**src/rtl/vga_timing_gen.sv**
```systemverilog
// vga_timing_gen: VGA/SVGA raster timing generator.
// Free-running horizontal/vertical counters with registered sync, blanking,
// data-enable, end-of-line and start-of-frame outputs. Every output is
// registered from the same next-state value, so all decodes line up with
// the hcount/vcount presented in the same cycle.
// Optional feature: define VGA_TIMING_GEN_FRAME_CNT_EN to add the frame_cnt
// output, a wrapping counter that advances on every start-of-frame.
// Reset is asynchronous and active-high. The integrator provides any
// reset-release synchronisation.

module vga_timing_gen #(
    parameter int CNT_W    = 11,
    parameter int H_ACTIVE = 800,
    parameter int H_FP     = 40,
    parameter int H_SYNC   = 128,
    parameter int H_BP     = 88,
    parameter int V_ACTIVE = 600,
    parameter int V_FP     = 1,
    parameter int V_SYNC   = 4,
    parameter int V_BP     = 23,
    parameter int H_POL    = 1,
    parameter int V_POL    = 1,
    parameter int FRAME_W  = 8
) (
    input  logic               clk,
    input  logic               rst,
    input  logic               en,
    output logic [CNT_W-1:0]   hcount,
    output logic [CNT_W-1:0]   vcount,
    output logic               hsync,
    output logic               vsync,
    output logic               hblnk,
    output logic               vblnk,
    output logic               de,
    output logic               sof,
    output logic               eol
`ifdef VGA_TIMING_GEN_FRAME_CNT_EN
    ,
    output logic [FRAME_W-1:0] frame_cnt
`endif
);

    localparam int H_TOTAL = H_ACTIVE + H_FP + H_SYNC + H_BP;
    localparam int V_TOTAL = V_ACTIVE + V_FP + V_SYNC + V_BP;
    localparam int W1      = CNT_W + 1;

    // Decode thresholds carry one extra bit so that a sync window ending
    // exactly at 2^CNT_W does not alias back to zero.
    localparam logic [CNT_W:0] H_LAST     = W1'(H_TOTAL - 1);
    localparam logic [CNT_W:0] V_LAST     = W1'(V_TOTAL - 1);
    localparam logic [CNT_W:0] H_ACT_END  = W1'(H_ACTIVE);
    localparam logic [CNT_W:0] V_ACT_END  = W1'(V_ACTIVE);
    localparam logic [CNT_W:0] H_SYNC_BEG = W1'(H_ACTIVE + H_FP);
    localparam logic [CNT_W:0] H_SYNC_END = W1'(H_ACTIVE + H_FP + H_SYNC);
    localparam logic [CNT_W:0] V_SYNC_BEG = W1'(V_ACTIVE + V_FP);
    localparam logic [CNT_W:0] V_SYNC_END = W1'(V_ACTIVE + V_FP + V_SYNC);

    localparam logic HS_ON = (H_POL != 0);
    localparam logic VS_ON = (V_POL != 0);

    // Parameter sanity checks, evaluated at elaboration.
    if ((H_TOTAL - 1) > (2 ** CNT_W - 1)) begin : g_h_range_err
        $error("vga_timing_gen: H_TOTAL-1 (%0d) does not fit in CNT_W=%0d bits", H_TOTAL - 1, CNT_W);
    end
    if ((V_TOTAL - 1) > (2 ** CNT_W - 1)) begin : g_v_range_err
        $error("vga_timing_gen: V_TOTAL-1 (%0d) does not fit in CNT_W=%0d bits", V_TOTAL - 1, CNT_W);
    end
    if ((H_FP == 0) || (H_SYNC == 0) || (H_BP == 0)) begin : g_h_zero_err
        $error("vga_timing_gen: horizontal porch/sync parameters must be non-zero");
    end
    if ((V_FP == 0) || (V_SYNC == 0) || (V_BP == 0)) begin : g_v_zero_err
        $error("vga_timing_gen: vertical porch/sync parameters must be non-zero");
    end
    if (FRAME_W < 1) begin : g_frame_w_err
        $error("vga_timing_gen: FRAME_W must be at least 1");
    end

    logic             h_wrap;
    logic             v_wrap;
    logic [CNT_W-1:0] h_next;
    logic [CNT_W-1:0] v_next;
    logic [CNT_W:0]   h_ext;
    logic [CNT_W:0]   v_ext;

    // Next raster position; decodes below are taken from this value so the
    // registered outputs describe the registered position.
    always_comb begin
        h_wrap = ({1'b0, hcount} == H_LAST);
        v_wrap = ({1'b0, vcount} == V_LAST);
        h_next = h_wrap ? '0 : hcount + 1'b1;
        v_next = vcount;
        if (h_wrap) begin
            v_next = v_wrap ? '0 : vcount + 1'b1;
        end
        h_ext = {1'b0, h_next};
        v_ext = {1'b0, v_next};
    end

    // Position counters and decoded timing outputs; all hold on stall except
    // sof, which is a single-cycle pulse.
    always_ff @(posedge clk or posedge rst) begin
        if (rst) begin
            hcount <= '0;
            vcount <= '0;
            hsync  <= ~HS_ON;
            vsync  <= ~VS_ON;
            hblnk  <= 1'b0;
            vblnk  <= 1'b0;
            de     <= 1'b1;
            sof    <= 1'b0;
            eol    <= 1'b0;
        end else if (en) begin
            hcount <= h_next;
            vcount <= v_next;
            hblnk  <= (h_ext >= H_ACT_END);
            vblnk  <= (v_ext >= V_ACT_END);
            de     <= (h_ext < H_ACT_END) && (v_ext < V_ACT_END);
            hsync  <= ((h_ext >= H_SYNC_BEG) && (h_ext < H_SYNC_END)) ? HS_ON : ~HS_ON;
            vsync  <= ((v_ext >= V_SYNC_BEG) && (v_ext < V_SYNC_END)) ? VS_ON : ~VS_ON;
            eol    <= (h_ext == H_LAST);
            sof    <= h_wrap && v_wrap;
        end else begin
            sof    <= 1'b0;
        end
    end

`ifdef VGA_TIMING_GEN_FRAME_CNT_EN
    // Frame counter advances on the same edge that raises sof.
    always_ff @(posedge clk or posedge rst) begin
        if (rst) begin
            frame_cnt <= '0;
        end else if (en && h_wrap && v_wrap) begin
            frame_cnt <= frame_cnt + 1'b1;
        end
    end
`endif

endmodule
```
**config.mk**
```make
export PLATFORM = sky130hd
export DESIGN_NAME = vga_timing_gen
export DESIGN_NICKNAME = d
export VERILOG_FILES = /design/src/rtl/vga_timing_gen.sv
export SDC_FILE = /design/constraint.sdc
export NUM_CORES = 1
export LEC_CHECK = 0
export BUFFER_PORTS_ARGS = -buffer_cell sky130_fd_sc_hd__buf_2
export CORE_MARGIN = 4
export CORE_UTILIZATION = 57
export CTS_CLUSTER_DIAMETER = 50
export DETAILED_ROUTE_END_ITERATION = 7
export PLACE_DENSITY = 0.78
export SYNTH_ARGS = -nofsm -noshare
export SYNTH_HDL_FRONTEND = slang
export SYNTH_SLANG_ARGS = --single-unit
```
**constraint.sdc**
```tcl
create_clock -name clk -period 3.4 [get_ports clk]
set_input_delay 0.17 -clock clk [delete_from_list [all_inputs] [get_ports clk]]
set_output_delay 0.17 -clock clk [all_outputs]
set_load 0.02 [all_outputs]
```
==> results by group <==
Clock network
  – # hold bufs at CTS: 0
  – H-tree levels: 2
  – CTS tree: built
  – Post-cts sizing count: 0
  – Reg clk slew, reported paths: 0.10 ns
  – Post-CTS setup buffer count: 0
  – Bufs on Longest Clock Path: 2
  – Clk sinks: 29
  – Clock latency at the later pin of the worst-skew pair: 0.34 ns
  – TritonCTS Buffers: 5
  – Root buffer cell: clkbuf_4

Critical path
  – CP endpoint kind: flip-flop
  – CP Cell Sequence: ha_1, and4_1, and3_1, o2111ai_1, a211o_1, or4b_4, a32o_1
  – Max FO, Critical Path: 12
  – Slowest cell on the critical path: or4b_4
  – CP arrival: 3.23 ns
  – Crit Path Class: flip-flop to flip-flop
  – Buffers & Inverters on Critical Path: 0
  – Critical Path RT: 3.66 ns
  – Crit-path leading delay family: simple AND/OR/NAND/NOR gates
  – Crit path largest cell delay: 0.53 ns
  – Worst setup SP type: flip-flop

Yosys
  – Asr flop ratio synth: 1.00
  – Post-synthesis adder-cell area fraction: 0.0183
  – Post-synthesis mux area share: 0.00976
  – Mapped Cells: 237
  – Combinational family with the most area after synthesis: simple AND/OR/NAND/NOR gates
  – Compound-Gate Fraction of Synth Area: 0.175
  – Synth warnings: 0
  – Post-Synth Simple-Gate Area: 0.282
  – Register bit total from synthesis: 29
  – Post-synthesis cell type count: 56
  – Post-synth top flop: dfrtp_1
  – Xor and xnor area share after synthesis: 0.0811
  – Synthesized Nets: 243
  – Post-synth EDFFs: 0
  – Average size of a mapped cell: 8.65 um2
  – Sequential share of the synthesized area: 0.354
  – Post-Synthesis Cell Area: 0.00205 mm2

Pwr
  – Sw Share: 0.409
  – Max VDD drop: 0.326 mV
  – PD cells: 488 mW/mm2
  – Comb power frac: 0.342
  – Sw power: 0.435 mW
  – Leak: 0.956 nW
  – Clock share of power: 0.189
  – Int Power: 0.629 mW
  – Part of the power in registers: 0.469

Finish
  – Most frequent cells in the layout: buf_2, dfrtp_1, nand2_1
  – Share of layout cells above drive strength 1: 0.180
  – Most common cell after layout, fill and taps aside: buf_2
  – Diode count: 0
  – Filler Cell Count: 320
  – Syn-to-layout area delta: 6.22%
  – NumNets Final: 260

Timing
  – Fmax: 0.337 GHz
  – Hold WS: 0.0819 ns
  – Final number of setup-violating endpoints: 0
  – Max transition margin: 0.282
  – Final setup skew: 0.0116 ns
  – RSZ-0062 raised after global routing: no
  – Final Slew Violations: 0
  – Setup TNS: 0 ns
  – Min Tclk post-route: 2.97 ns
  – Fin. Hold Viols: 0
  – Crit share post-route: 0.873
  – Worst-Margin Slew: 1.08 ns

Place
  – DP HPWL: 3150 um
  – GP Congestion: 0.943
  – # port buffers: 31

Routing
  – Total vias in the final route: 1,796
  – Drt first pass iters: 5
  – Routed vias/inst: 5.97
  – WL final: 4470 um
  – Drt wl/cell: 14.9 um
  – Drc violations: 0
  – Starting DRC count in detailed routing: 147
  – Post-DRT Antenna Nets: 0

Floorplan
  – Die Span Y: 68.0 um
  – Initial cell density of the core: 0.600
  – Die area: 0.00462 mm2
  – I/O pin cnt: 32
  – # rows: 21
  – Core area: 0.00342 mm2
  – Die Width: 68.0 um

Global route
  – GR Overflow Total: 0
  – Number of global-route vias before repair: 1,576
  – First-pass GRT wire length: 7530 um
  – Initial antenna violation count: 0
  – Pin count of the biggest net entering global routing: 30
  – Gr usage total: 0.214

Hold path
  – Hold Crit Class: input port to asynchronous set/reset pin

Run status
  – Status: finished, final reports clean

Job
  – Max cap viols: 0
-- worst paths after layout --
| path | endpoint | slack, ns | from | depth (start not counted) |
|---|---|---|---|---|
| hold reg to reg | vsync | 0.49 | vsync | 1 |
| hold / removal | hcount[10] | 0.08 | rst | 2 |
| setup / recovery | de | 0.43 | hcount[1] | 7 |
| min in group clk | hcount[3] | 0.31 | en | 3 |
| setup reg to reg | de | 0.43 | hcount[1] | 7 |
| max in group asynchronous | hcount[4] | 2.65 | rst | 2 |
-- flip-flops by register name, indices dropped and copies added, names as in the netlist --
register and cells:
vsync 1, vcount 11, hcount 11, vblnk 1, de 1, eol 1
hblnk 1, sof 1, hsync 1
-- cells by family after synthesis --
| kind of cell | Yosys count |
|---|---|
| DFF | 29 |
| adders and majority gates | 3 |
| and+or+nand+nor | 102 |
| AOI/OAI and AO/OA | 54 |
| muxes | 2 |
| xor gates and xnor gates | 19 |
| buffers and inverters | 28 |
-- area by class of cell --
type                       count  area, um2  share of cell area
multi-input combinational    180       1160               0.534
timing repair buffer          31        155              0.0712
clock inverter                 1       5.00             0.00230
tap                           46       57.6              0.0264
clock buffer                   7       45.0              0.0207
inverter                       7       26.3              0.0121
sequential                    29        727               0.334
-- synth_stat cells, types with 2 or more instances --
cell type,instances,area share
dfrtp_1,28,0.34
or4b_4,2,0.013
a21o_1,2,0.0073
nor3_1,5,0.012
nor2_1,17,0.031
o2111ai_1,2,0.0085
clkbuf_1,7,0.013
and2_1,6,0.018
or2_2,2,0.0061
nor3b_1,3,0.011
o41ai_1,2,0.0085
nand4_1,6,0.018
nand3_1,19,0.046
mux2i_1,2,0.0098
and3_1,5,0.015
buf_4,6,0.022
ha_1,3,0.018
a211oi_1,2,0.0073
a31oi_1,5,0.015
o31ai_1,3,0.011
xnor2_1,15,0.064
nand2_1,21,0.038
nor4bb_1,2,0.0098
and4_1,5,0.021
inv_1,6,0.011
buf_6,4,0.022
a21oi_1,9,0.022
xor2_1,4,0.017
o21ai_0,15,0.037
buf_2,3,0.0073
-- stage by stage --
step	instances	total power, mW	setup slack, ns	area [um2]	utilization
5_1_grt	301	1.15	0.246	2180	0.638
3_3_place_gp	293	0.864	0.605	2130	0.623
6_report	301	1.06	0.433	2180	0.638
2_1_floorplan	237	0.788	0.715	2050	-
4_1_cts	301	1.07	0.479	2180	0.638
3_5_place_dp	293	0.867	0.507	2130	0.623
-- layer usage --
metal | track usage | wire length [um] | vias up
met4 | 0.0596 | 53 | 0
met5 | 0 | 0 | -
met2 | 0.295 | 1870 | 60
li1 | - | - | 893
met3 | 0.0575 | 295 | 9
met1 | 0.325 | 2250 | 834
-- power by group through the flow --
stage / Combinational (mW) / Sequential, mW / Clock [mW]
4_1_cts: 0.367 / 0.497 / 0.206
2_1_floorplan: 0.272 / 0.516 / 0
3_3_place_gp: 0.364 / 0.500 / 0
6_report: 0.363 / 0.499 / 0.201
3_5_place_dp: 0.365 / 0.502 / 0
5_1_grt: 0.409 / 0.514 / 0.226
No activity file was read; power rests on OpenSTA's default activity.
